===== config.mk =====
export PLATFORM = sky130hd
export DESIGN_NAME = rvm_shift_unit
export DESIGN_NICKNAME = d
export VERILOG_FILES = /design/src/rtl/rvm_shift_unit_pkg.sv /design/src/rtl/rvm_shift_step.sv /design/src/rtl/rvm_shift_unit.sv
export SDC_FILE = /design/constraint.sdc
export NUM_CORES = 1
export LEC_CHECK = 0
export BUFFER_PORTS_ARGS = -buffer_cell sky130_fd_sc_hd__buf_2
export CORE_ASPECT_RATIO = 0.7
export CORE_MARGIN = 10
export CORE_UTILIZATION = 40
export CTS_CLUSTER_DIAMETER = 150
export DETAILED_ROUTE_END_ITERATION = 7
export PLACE_DENSITY = 0.73
export SLEW_MARGIN = 20
export SYNTH_ARGS = -nofsm -noshare
export SYNTH_HDL_FRONTEND = slang
export SYNTH_SLANG_ARGS = --single-unit

===== constraint.sdc =====
create_clock -name clk -period 1.8 [get_ports clk]
set_clock_uncertainty 0.1 [all_clocks]
set_input_delay 0.18 -clock clk [delete_from_list [all_inputs] [get_ports clk]]
set_output_delay 0.18 -clock clk [all_outputs]
set_load 0.01 [all_outputs]

===== src/rtl/rvm_shift_unit_pkg.sv =====
// Shared encodings for the iterative shift unit: operation codes, FSM
// state encodings, datapath widths and a step-size legality helper.
package rvm_shift_unit_pkg;

  // Datapath width and width of the shift-amount field.
  localparam int SHF_WIDTH = 32;
  localparam int SHF_AMT_W = 5;

  // Operation encodings as presented by the control FSM.
  typedef enum logic [1:0] {
    RVM_SHIFT_SLL = 2'b00,
    RVM_SHIFT_SRL = 2'b01,
    RVM_SHIFT_SRA = 2'b10,
    RVM_SHIFT_RSV = 2'b11
  } shf_op_e;

  // Sequencer states.
  typedef enum logic [1:0] {
    RVM_SHF_IDLE = 2'b00,
    RVM_SHF_BUSY = 2'b01,
    RVM_SHF_DONE = 2'b10
  } shf_state_e;

  // Only powers of two up to the full word width are supported per-cycle steps.
  function automatic bit shf_step_legal(input int step);
    return (step == 1) || (step == 2) || (step == 4) ||
           (step == 8) || (step == 16) || (step == 32);
  endfunction

endpackage


===== src/rtl/rvm_shift_step.sv =====
// Combinational single-step barrel shifter. Shifts acc by 'step' positions
// (step never exceeds MAX_STEP) using only the binary stages that MAX_STEP
// can actually reach; the unreachable stages fold away as constants.
module rvm_shift_step
  import rvm_shift_unit_pkg::*;
#(
  parameter int MAX_STEP = 1
) (
  input  logic [31:0] acc,
  input  logic [4:0]  step,
  input  logic [1:0]  op,
  input  logic        sign,
  output logic [31:0] result
);

  localparam logic [31:0] ONES = '1;

  logic        left;
  logic        fill;
  logic [31:0] shifted;

  // Left shifts zero-fill; right shifts fill with the latched sign only for SRA.
  assign left = (op == RVM_SHIFT_SLL);
  assign fill = (op == RVM_SHIFT_SRA) && sign;

  // Log-stage barrel: stage i shifts by 2**i when step[i] is set and the
  // stage is reachable for this MAX_STEP.
  always_comb begin
    shifted = acc;
    for (int i = 0; i < SHF_AMT_W; i++) begin
      if (((1 << i) <= MAX_STEP) && step[i]) begin
        if (left) begin
          shifted = shifted << (1 << i);
        end else begin
          shifted = (shifted >> (1 << i)) | (fill ? ~(ONES >> (1 << i)) : '0);
        end
      end
    end
  end

  assign result = shifted;

endmodule


===== src/rtl/rvm_shift_unit.sv =====
// Iterative multi-cycle shift unit (SLL/SRL/SRA). Latches operands on an
// accepted request, then shifts the accumulator by at most SHF_STEP bits per
// busy cycle, and pulses shf_valid for one cycle when the result is complete.
module rvm_shift_unit
  import rvm_shift_unit_pkg::*;
#(
  parameter int SHF_STEP = 1
) (
  input  logic        clk,
  input  logic        resetn,
  input  logic        shf_req,
  input  logic [31:0] shf_lhs,
  input  logic [31:0] shf_rhs,
  input  logic [1:0]  shf_op,
  output logic        shf_busy,
  output logic        shf_valid,
  output logic [31:0] shf_result
);

  // Refuse to elaborate with a step size the barrel is not built for.
  if (!shf_step_legal(SHF_STEP)) begin : g_bad_step
    $error("rvm_shift_unit: SHF_STEP must be 1, 2, 4, 8, 16 or 32");
  end

  localparam logic [5:0] STEP_MAX = 6'(SHF_STEP);

  shf_state_e  state_reg, state_next;
  logic [31:0] acc_reg, acc_next;
  logic [4:0]  rem_reg, rem_next;
  logic        sign_reg, sign_next;
  logic [1:0]  op_reg, op_next;

  logic [4:0]  step;
  logic [31:0] step_acc;
  logic        unused_rhs;

  // Only the low five amount bits matter; larger amounts wrap modulo 32.
  assign unused_rhs = ^shf_rhs[31:5];

  // Bits consumed this cycle: the remaining count, capped at SHF_STEP.
  // rem_reg never exceeds 31, so the cap branch is never taken when SHF_STEP is 32.
  assign step = ({1'b0, rem_reg} > STEP_MAX) ? STEP_MAX[4:0] : rem_reg;

  rvm_shift_step #(
    .MAX_STEP (SHF_STEP)
  ) u_step (
    .acc    (acc_reg),
    .step   (step),
    .op     (op_reg),
    .sign   (sign_reg),
    .result (step_acc)
  );

  // Next-state and datapath-update logic; holds everything by default.
  always_comb begin
    state_next = state_reg;
    acc_next   = acc_reg;
    rem_next   = rem_reg;
    sign_next  = sign_reg;
    op_next    = op_reg;
    case (state_reg)
      RVM_SHF_IDLE, RVM_SHF_DONE: begin
        if (shf_req) begin
          acc_next  = shf_lhs;
          rem_next  = shf_rhs[4:0];
          sign_next = shf_lhs[31];
          op_next   = shf_op;
          // Nothing to shift: result is ready in the very next cycle.
          if ((shf_rhs[4:0] == 5'd0) || (shf_op == RVM_SHIFT_RSV)) begin
            state_next = RVM_SHF_DONE;
          end else begin
            state_next = RVM_SHF_BUSY;
          end
        end else begin
          state_next = RVM_SHF_IDLE;
        end
      end
      RVM_SHF_BUSY: begin
        // Inputs are deliberately not looked at here.
        acc_next = step_acc;
        rem_next = rem_reg - step;
        if (rem_reg == step) begin
          state_next = RVM_SHF_DONE;
        end
      end
      default: begin
        state_next = RVM_SHF_IDLE;
      end
    endcase
  end

  // State and datapath registers with synchronous active-low reset; a reset
  // mid-operation drops the in-flight shift without a valid pulse.
  always_ff @(posedge clk) begin
    if (!resetn) begin
      state_reg <= RVM_SHF_IDLE;
      acc_reg   <= '0;
      rem_reg   <= '0;
      sign_reg  <= 1'b0;
      op_reg    <= '0;
    end else begin
      state_reg <= state_next;
      acc_reg   <= acc_next;
      rem_reg   <= rem_next;
      sign_reg  <= sign_next;
      op_reg    <= op_next;
    end
  end

  assign shf_busy   = (state_reg == RVM_SHF_BUSY);
  assign shf_valid  = (state_reg == RVM_SHF_DONE);
  assign shf_result = acc_reg;

endmodule


# After elaboration in Yosys (flattened, before gate mapping)

Index checks and enable logic that the tools add are counted.

Muxes and demuxes: 12
Order comparisons: 1
Eq/ne operators: 8
Reductions and logical operators: 10
Add/sub/neg operators: 1
Bitwise logic cells: 1

Operator list:

| kind                                                   | count |
|---|---|
| two-way mux 32 bit                                     | 4 |
| one-hot mux 32 bit (2 select lines)                    | 1 |
| OR 31 x 32 -> 32 bit                                   | 1 |
| two-way mux 5 bit                                      | 2 |
| one-hot mux 5 bit (2 select lines)                     | 1 |
| equality test 2 bit (second input constant)            | 3 |
| two-way mux 2 bit                                      | 3 |
| equality test 5 bit                                    | 1 |
| > comparator 5 x 1 -> 1 bit (second input constant)    | 1 |
| logical NOT 5 bit                                      | 1 |
| subtractor 5 bit                                       | 1 |
| logical NOT 2 bit                                      | 2 |
| inequality test 2 x 1 -> 1 bit (second input constant) | 2 |
| one-hot mux 2 bit (2 select lines)                     | 1 |
| AND reduction 2 bit                                    | 2 |
| AND reduction 3 bit                                    | 1 |
| equality test 2 x 1 -> 1 bit (second input constant)   | 1 |
| inequality test 2 bit (second input constant)          | 1 |
| nonzero test 2 bit                                     | 1 |
| OR reduction 2 bit                                     | 1 |
| logical AND 1 bit                                      | 1 |
| logical OR 1 bit                                       | 1 |

Register bits: 42
Bits of input ports: 69
Word-level logic and storage cells: 38
Output and inout port bits: 34

# Depth between registers and ports, before layout

Gate-level depths: netlist of the first run.

Depth in word-level cells: 7
Depth in mapped cells: 7
Depth with buffers taken out: 7

# Cells and area by module

From an unflattened synthesis of the first run, not the netlist that was laid out.

Cells, all modules: 382
Area total of the unflattened synthesis: 2,705.1 µm²

Modules (own cells, without submodules):

| module         | seq. area each (µm²) | instances | area an instance (µm²) | cells an instance |
|---|---|---|---|---|
| rvm_shift_unit | 840.8                | 1         | 1,864.3                | 236 |
| rvm_shift_step | 0.0                  | 1         | 840.8                  | 146 |

# Least setup slack after synthesis of the first run

No wires, ideal clock.

Path kind: reg2reg
From: reg rem_reg[1]
To: reg rem_reg[2]
Path slack: 0.045 ns
Buffers on the path: 0
Arrival: 1.533 ns
Stages on the path, launching flop included: 7
Setup time: 0.122 ns
Period minus slack after synthesis: 1.755 ns
Required time: 1.578 ns
Path through: dfxtp_1 or4_4 or2b_1 ha_1 nor2_1 a221oi_1 nor2_1

Word-level cells in the longest chain between the ends: 4

Ends and longest elaborated chain:

| what                                   | RTL line              | source |
|---|---|---|
| from (decl)                            | rvm_shift_unit.sv:29  | `logic [4:0] rem_reg, rem_next;` |
| from (signal assigned)                 | rvm_shift_unit.sv:104 | `rem_reg <= rem_next;` |
| > comparator 5 x 1 -> 1 bit            | rvm_shift_unit.sv:42  | `assign step = ({1'b0, rem_reg} > STEP_MAX) ? STEP_MAX[4:0] : rem_reg;` |
| two-way mux 5 bit                      | rvm_shift_unit.sv:42  |  |
| subtractor 5 bit (*)                   | rvm_shift_unit.sv:81  | `rem_next = rem_reg - step;` |
| one-hot mux 5 bit (2 select lines) (*) | rvm_shift_unit.sv:61  | `case (state_reg)` |

Every way passes the cells marked *; elsewhere a longest branch is shown, timed or not.
A chain may end at the register's enable or synchronous reset.

# Worst setup path in the final report of the first run

From: reg rem_reg[2]
To: reg rem_reg[2]

The elaborated chain is that of the path after synthesis.

==> results_dict.tcl, run 1 <==
set metrics [dict create \
    finalHoldViolCount 0 \
    cp.depth 7 \
    power_leakage_nw 1.41 \
    slew_headroom 0.781 \
    yosys-top-cells-area "dfxtp_1 (38%), mux2i_1 (15%), a22o_2 (13%)" \
    cp_cell_sequence "or4_4 > or2b_1 > ha_4 > nor2_1 > mux2i_1 > a221oi_2 > nor2_1" \
    fmax_mhz 554 \
    ys_seq_elements 42 \
    crit_slowest_cell "or4_4" \
    io_buffers 75 \
    grt_pass1_wl_um 9870 \
    clk_latency_ns 0.29 \
    synth_top_cell_by_area "dfxtp_1" \
    core_area_mm2 0.00529 \
    netlist.area_leader.share 0.383 \
    crit_fanout 4 \
    syn-num-nets 310 \
    drive_gt1_frac 0.424 \
    diodes 0 \
    grt_usage 0.134 \
    multi_input_area_mm2 0.00126 \
    seqCellArea_um2 841 \
    holdPathEnd "sign_reg" \
    htree_levels 2 \
    crit_arrival_ns 1.94 \
    dp_hpwl_um 4430 \
    violations "negative setup slack" \
    path_buf_inv 0 \
    r2r_start "rem_reg[2]" \
    grt_max_degree 62 \
    initial_core_util 0.416 \
    hold_path.startpoint "shf_lhs[31]" \
    place_area_mm2 0.00274 \
    largest_reg_flops 32 \
    critPathTopFamily "simple AND/OR/NAND/NOR gates" \
    cts_buffers 5 \
    route.vias.total 2059 \
    grt_pass1_vias 2055 \
    synth_most_common_cell "dfxtp_1" \
    min_path_cells 3 \
    r2r_setup_slack_ns -0.004 \
    post_synth_inst_count 240 \
    clk_path_buf_depth 2 \
    critPathLaunchType "flip-flop" \
    syn_area_mm2 0.00220 \
    cp-end-kind "flip-flop" \
    wl_um 6080 \
    cts_hold_buf 0 \
    cts_setup_buffers 0 \
    area_delta_synth_final_pct 29.8 \
    finalSetupTns_ns -0.00398 \
    worst-r2r-cell-count 7 \
    finalCriticalPeriod_ns 1.80 \
    synth.distinct_cells 36 \
    fill_cells 495 \
    cellPowerDensity_mw_per_mm2 897 \
    hp-class "input pin to flip-flop" \
    cp_common_cell "nor2_1" \
    rsz0062_at_grt "true" \
    period_share 1.00 \
    cp.required_ns 1.93 \
    die_area_mm2 0.00890 \
    die_x_um 109 \
    finalSetupViolCount 1 \
    rows 22 \
    ios 103 \
    gp_congestion 0.810 \
    drt_iter0_drc 78 \
    antenna_found_initial 0 \
    yosys_warnings 0 \
    cts_root_buf "clkbuf_8" \
    status "finished, violations left" \
    worstSetupPathType "flip-flop to flip-flop" \
    dr.pass1.iters 4 \
    clk_pin_slew_ns 0.08 \
    max_stage_delay_ns 0.56 \
    grtUsageMet3 0.0563 \
    seq_area_frac_synth 0.383 \
    max_cap_viol_count 0 \
    die_height_um 82.0 \
    cts_tree "done" \
    r2r_end "rem_reg[2]" \
    wl_per_cell_um 15.5 \
    worst_slack_ns -0.00398 \
    tightest_slew_ns 0.325 \
    ys.flop_type "dfxtp_1" \
    ant_nets 0 \
    ir_drop_mv 0.414 \
    via_per_inst 5.24 \
    overflow 0 \
    ys_top_cells_by_count "dfxtp_1 (42), nor2_1 (38), a21oi_1 (36)" \
    grt.met1_usage 0.184 \
    final_area_mm2 0.00285 \
    gr-usage-met2 0.198 \
    layout.nets 390 \
    async_reset_ff_frac 0 \
    maxSlewViolCount 0 \
    clock_sinks 42 \
    postSynthAreaPerCell_um2 9.15 \
    drc 0 \
    busiest_layer "met2" \
    synth_edf_count 0 \
    p_total_mw 2.56 \
]
[cell type report]
class,count,area share
flip-flops and latches,42,0.295
inverters,3,0.00395
multi-input cells,177,0.442
clock buffers,7,0.0303
well taps,72,0.0316
repair buffers,91,0.196
clock inverters,1,0.00176
[logic make-up (layout without fill, tap and decap cells)]
family | Yosys count | after routing | synth area share
AOI/OAI and AO/OA | 80 | 80 | 0.271
adders and majority gates | 1 | 1 | 0.00569
buffers and inverters | 21 | 102 | 0.0586
DFF | 42 | 42 | 0.383
muxes | 32 | 32 | 0.146
and+or+nand+nor | 64 | 64 | 0.136
[power breakdown]
part	switching, mW	internal, mW
Combinational	0.391	0.400
Sequential	0.108	1.03
Clock	0.316	0.310
[layout by cell type, fill, tap and decap left out, types with 2 or more instances in the layout]
master    instances
clkbuf_8          6
nor3_1            2
buf_4            11
nand2_1          10
a22o_2           28
a22o_1            2
nor2b_1           3
nor2_1           37
buf_2            75
mux2i_1          32
a21oi_1          36
a22oi_1           2
a31oi_1           2
buf_12            5
dfxtp_1          42
nand2b_1          2
[metal layers]
metal | wire, um | vias to the layer above | part of all wire
li1 | - | 1050 | -
met1 | 3060 | 947 | 0.50
met2 | 2530 | 62 | 0.42
met3 | 489 | 0 | 0.080
met4 | 0 | 0 | 0
met5 | 0 | - | 0
[worst max-delay path by stage]
stage                           from         end  slack [ns]
after floorplan           rem_reg[1]  rem_reg[2]        0.05
after global placement    rem_reg[1]  rem_reg[2]       0.003
after detailed placement  rem_reg[1]  rem_reg[2]      -0.007
after CTS                 rem_reg[1]  rem_reg[1]      -0.003
after global routing      rem_reg[2]  rem_reg[2]       -0.05
final                     rem_reg[2]  rem_reg[2]      -0.004
[stage by stage]
stage | instances | hold slack (ns) | setup WS (ns) | util
4_1_cts | 393 | 0.0266 | -0.00306 | 0.535
6_report | 393 | 0.0352 | -0.00398 | 0.540
2_1_floorplan | 240 | 0.202 | 0.0455 | -
5_1_grt | 393 | 0.0474 | -0.0526 | 0.540
3_5_place_dp | 385 | 0.341 | -0.00677 | 0.518
3_3_place_gp | 385 | 0.341 | 0.00310 | 0.518
[what timing repair did]
action / CTS / global route
endpoints found under the setup margin: 2 / 3
pin swaps: 1 / 3
resized for setup: 1 / 3
[tightest hold or removal path: stages]
cell	delay, ns
buf_2	0.10
nand2_1	0.05
a21oi_1	0.05
Note: power is estimated with default switching activity, not from simulation.
==> run 2, diff against run 1 <==
--- a/config.mk
+++ b/config.mk
@@ -5,13 +5,13 @@
 export SDC_FILE = /design/constraint.sdc
 export NUM_CORES = 1
 export LEC_CHECK = 0
-export BUFFER_PORTS_ARGS = -buffer_cell sky130_fd_sc_hd__buf_2
+export CAP_MARGIN = 5
 export CORE_ASPECT_RATIO = 0.7
 export CORE_MARGIN = 10
 export CORE_UTILIZATION = 40
 export CTS_CLUSTER_DIAMETER = 150
 export DETAILED_ROUTE_END_ITERATION = 7
-export PLACE_DENSITY = 0.73
+export DONT_BUFFER_PORTS = 1
 export SLEW_MARGIN = 20
 export SYNTH_ARGS = -nofsm -noshare
 export SYNTH_HDL_FRONTEND = slang
==> run 2 against run 1 <==
The flow still finishes with violations (negative setup slack). Count of clock-buffer cells in the layout fell by 1. Cell count down 17%. Clock power is 3% higher. Setup slack got worse by 0.013 ns. Critical path depth unchanged. Total power decreased by 2.7%. Critical path type unchanged. Flip-flop and latch count unchanged. Combinational power down 19%. Fmax is 0.73% lower.
==> results_dict.tcl, run 2 (synthesis results as in run 1) <==
set metrics [dict create \
    slew_headroom 0.767 \
    cts_buffers 5 \
    violations "negative setup slack" \
    gp_congestion 0.841 \
    drc 0 \
    drive_gt1_frac 0.252 \
    worst-r2r-cell-count 7 \
    area_delta_synth_final_pct 17.0 \
    crit_fanout 4 \
    cts_root_buf "clkbuf_8" \
    worstSetupPathType "flip-flop to flip-flop" \
    maxSlewViolCount 0 \
    rows 22 \
    fmax_mhz 550 \
    power_leakage_nw 1.12 \
    ant_nets 0 \
    htree_levels 2 \
    internal_power_mw 1.68 \
    hold_path.startpoint "shf_lhs[0]" \
    core_area_mm2 0.00529 \
    min_path_cells 2 \
    pwr-share-clk 0.259 \
    via_per_inst 5.60 \
    io_buffers 0 \
    grt_pass1_wl_um 9400 \
    p_sw_mw 0.810 \
    final_area_mm2 0.00257 \
    finalCriticalPeriod_ns 1.82 \
    status "finished, violations left" \
    cp-end-kind "flip-flop" \
    combPwrFrac 0.256 \
    final_util 0.486 \
    die_height_um 82.0 \
    holdPathEnd "shf_result[0]" \
    clk_pin_slew_ns 0.08 \
    overflow 0 \
    die_x_um 109 \
    place_area_mm2 0.00235 \
    r2r_setup_slack_ns -0.02 \
    worst_slack_ns -0.0173 \
    die_area_mm2 0.00890 \
    period_share 1.01 \
    r2r_start "rem_reg[2]" \
    route.vias.total 1824 \
    dr.pass1.iters 4 \
    p_total_mw 2.49 \
    wl_per_cell_um 18.8 \
    cts_tree "done" \
    layout.nets 323 \
    initial_core_util 0.416 \
    drt_iter0_drc 133 \
    switching_share 0.326 \
    clk_latency_ns 0.29 \
    diodes 0 \
    clock_sinks 42 \
    final_common_cell "dfxtp_1" \
    clk_path_buf_depth 2 \
    grt_max_degree 63 \
    tightest_slew_ns 0.349 \
    hold_slack_ns 0.0291 \
    finalHoldViolCount 0 \
    critPathLaunchType "flip-flop" \
    crit_start "rem_reg[2]" \
    hp-class "input pin to flip-flop" \
    crit_arrival_ns 1.94 \
    ios 103 \
    dp_hpwl_um 4340 \
    wl_um 6130 \
    max_cap_viol_count 0 \
    final_cell_mix "dfxtp_1 (40), nor2_1 (37), a21oi_1 (36)" \
    largest_reg_flops 32 \
    ir_drop_mv 0.416 \
    grt_pass1_vias 1666 \
    cp.required_ns 1.92 \
    finalSetupViolCount 1 \
    antenna_found_initial 0 \
    cellPowerDensity_mw_per_mm2 968 \
    grt_usage 0.132 \
    rsz0062_at_grt "true" \
    r2r_end "rem_reg[2]" \
    seqPwrFrac 0.485 \
]
run 2: repair_timing:
item	CTS	global route
hold buffers	8	0
pin swaps	2	4
gates resized for setup	5	2
setup endpoints to repair	4	10
setup buffers	1	0
hold endpoints to repair	10	0
run 2: metal layers:
layer / routed length (um) / share of wire / vias up / global-route usage
li1: - / - / 911 / -
met1: 2810 / 0.46 / 840 / 0.187
met3: 784 / 0.13 / 4 / 0.0711
met5: 0 / 0 / - / 0
met2: 2490 / 0.41 / 69 / 0.168
met4: 37 / 0.0060 / 0 / 0.0315
run 2: power by group through the flow:
stage	combinational, mW	sequential, mW	clock, mW
after CTS	0.627	1.21	0.664
after global routing	0.698	1.23	0.714
after detailed placement	0.586	1.23	0
after floorplan	0.459	1.18	0
after global placement	0.575	1.23	0
final	0.637	1.21	0.646
run 2: metrics by stage:
step                setup slack [ns]  TNS (ns)  std cells
floorplan                     0.0455         0        240
global placement             -0.0477   -0.0477        309
detailed placement           -0.0525   -0.0737        309
CTS                          0.00414         0        326
global route                 -0.0776    -0.156        326
finish                       -0.0173   -0.0173        326
run 2: area by class of cell:
type | count | area (um^2)
fill | 514 | 2720
sequential | 42 | 843
tap | 72 | 90.1
timing repair buffer | 24 | 263
clock buffer | 6 | 82.6
clock inverter | 2 | 12.5
multi-input combinational | 177 | 1270
inverter | 3 | 11.3
run 2: worst max-delay path by stage:
stage | to | slack [ns] | cells after the start
3_3_place_gp | rem_reg[2] | -0.05 | 6
4_1_cts | rem_reg[2] | 0.004 | 6
5_1_grt | rem_reg[2] | -0.08 | 7
6_report | rem_reg[2] | -0.02 | 7
2_1_floorplan | rem_reg[2] | 0.05 | 6
3_5_place_dp | rem_reg[2] | -0.05 | 6
run 2: worst max-delay path, stage by stage (launching register included):
cell      delay (ns)
dfxtp_2         0.33
or4_4           0.56
or2b_1          0.23
ha_4            0.16
nor2_1          0.04
mux2i_1         0.16
a221oi_2        0.07
nor2_1          0.09
==> run 3, diff against run 2 <==
--- a/config.mk
+++ b/config.mk
@@ -12,6 +12,7 @@
 export CTS_CLUSTER_DIAMETER = 150
 export DETAILED_ROUTE_END_ITERATION = 7
 export DONT_BUFFER_PORTS = 1
+export SKIP_CTS_REPAIR_TIMING = 1
 export SLEW_MARGIN = 20
 export SYNTH_ARGS = -nofsm -noshare
 export SYNTH_HDL_FRONTEND = slang
==> run 3 against run 2 <==
The flow still finishes with violations (negative setup slack). Combinational power is 3% lower. Total power shrank 0.71%. Sequential share of layout area increased by 0.29 points. Core utilization is 0.50 points lower. Critical endpoint unchanged.
==> results_dict.tcl, run 3 (synthesis results as in run 1) <==
set metrics [dict create \
    p_sw_mw 0.804 \
    switching_share 0.325 \
    initial_core_util 0.416 \
    combPwrFrac 0.251 \
    dp_hpwl_um 4340 \
    worst-r2r-cell-count 7 \
    drc 0 \
    grt_max_degree 63 \
    route.vias.total 1818 \
    cp.depth 7 \
    finalSetupViolCount 2 \
    gp_congestion 0.841 \
    status "finished, violations left" \
    path_buf_inv 0 \
    grtUsageMet3 0.0735 \
    cp_common_cell "nor2_1" \
    seqPwrFrac 0.488 \
    rows 22 \
    violations "negative setup slack" \
    slew_headroom 0.767 \
    clk_path_buf_depth 2 \
    critPathTopFamily "simple AND/OR/NAND/NOR gates" \
    crit_fanout 4 \
    dr.pass1.iters 4 \
    power_leakage_nw 1.10 \
    cts_root_buf "clkbuf_8" \
    cp_cell_sequence "or4_4 > or2b_1 > ha_4 > nor2_1 > mux2i_1 > a221oi_2 > nor2_1" \
    gr-usage-met2 0.163 \
    clock_sinks 42 \
    worst_slack_ns -0.0481 \
    place_ws_ns -0.0525 \
    pwr-share-clk 0.261 \
    wl_um 6020 \
    period_share 1.03 \
    die_area_mm2 0.00890 \
    grt.met1_usage 0.183 \
    finalSetupTns_ns -0.0484 \
    overflow 0 \
    antenna_found_initial 0 \
    ios 103 \
    cp.required_ns 1.92 \
    min_path_cells 2 \
    ant_nets 0 \
    max_stage_delay_ns 0.56 \
    clk_pin_slew_ns 0.09 \
    grt_usage 0.130 \
    die_x_um 109 \
    tightest_slew_ns 0.350 \
    crit_slowest_cell "or4_4" \
    largest_reg_flops 32 \
    drive_gt1_frac 0.246 \
    busiest_layer "met1" \
    via_per_inst 5.61 \
    cts_tree "done" \
    cp-end-kind "flip-flop" \
    internal_power_mw 1.67 \
    finalCriticalPeriod_ns 1.85 \
    cts_buffers 5 \
    core_area_mm2 0.00529 \
    p_total_mw 2.47 \
    grt_pass1_vias 1635 \
    critPathLaunchType "flip-flop" \
    diodes 0 \
    wl_per_cell_um 18.6 \
    htree_levels 2 \
    ir_drop_mv 0.400 \
    area_delta_synth_final_pct 15.8 \
    final_common_cell "dfxtp_1" \
    rsz0062_at_grt "true" \
    layout.nets 321 \
    fmax_mhz 541 \
    clk_latency_ns 0.29 \
    hp-class "input pin to flip-flop" \
    maxSlewViolCount 0 \
    finalHoldViolCount 0 \
    final_cell_mix "dfxtp_1 (41), nor2_1 (37), a21oi_1 (36)" \
    io_buffers 0 \
    crit_arrival_ns 1.97 \
    cellPowerDensity_mw_per_mm2 971 \
    drt_iter0_drc 149 \
    grt_pass1_wl_um 9230 \
    worstSetupPathType "flip-flop to flip-flop" \
    max_cap_viol_count 0 \
    die_height_um 82.0 \
]
## run 3: cell count changes in the layout (fill, tap and decap cells not counted), sizes merged
cell,delta
buf,-1
dlygate4sd3,-1
## run 3: path summary, 6_finish.rpt
path / from / end / slack, ns
setup / recovery: rem_reg[3] / rem_reg[2] / -0.05
hold / removal: shf_rhs[4] / rem_reg[4] / 0.02
setup reg to reg: rem_reg[3] / rem_reg[2] / -0.05
hold reg to reg: sign_reg / sign_reg / 0.36
## run 3: layer usage
layer / part of all wire / wire [um]
met4: 0.0066 / 40
met3: 0.12 / 740
met2: 0.40 / 2390
met1: 0.47 / 2860
met5: 0 / 0
## run 3: layout make-up
cell class	count	area, um^2
Fill cell	515	2740
Multi-Input combinational cell	177	1260
Sequential cell	42	842
Timing Repair Buffer	22	245
Tap cell	72	90.1
Clock buffer	6	82.6
Clock inverter	2	12.5
Inverter	3	11.3
## run 3: through the flow
| step | std cells | area, um^2 | utilization | hold WS [ns] |
|---|---|---|---|---|
| after floorplan | 240 | 2200 | - | 0.202 |
| after global placement | 309 | 2350 | 0.445 | 0.220 |
| after detailed placement | 309 | 2350 | 0.445 | 0.225 |
| after CTS | 317 | 2450 | 0.463 | -0.0956 |
| after global routing | 324 | 2540 | 0.481 | 0.0434 |
| final | 324 | 2540 | 0.481 | 0.0154 |
## run 3: power by group through the flow
stage / clock network (mW) / logic, mW / registers (mW)
after floorplan: 0 / 0.459 / 1.18
after global placement: 0 / 0.575 / 1.23
after detailed placement: 0 / 0.586 / 1.23
after CTS: 0.664 / 0.587 / 1.21
after global routing: 0.714 / 0.684 / 1.23
final: 0.645 / 0.621 / 1.20
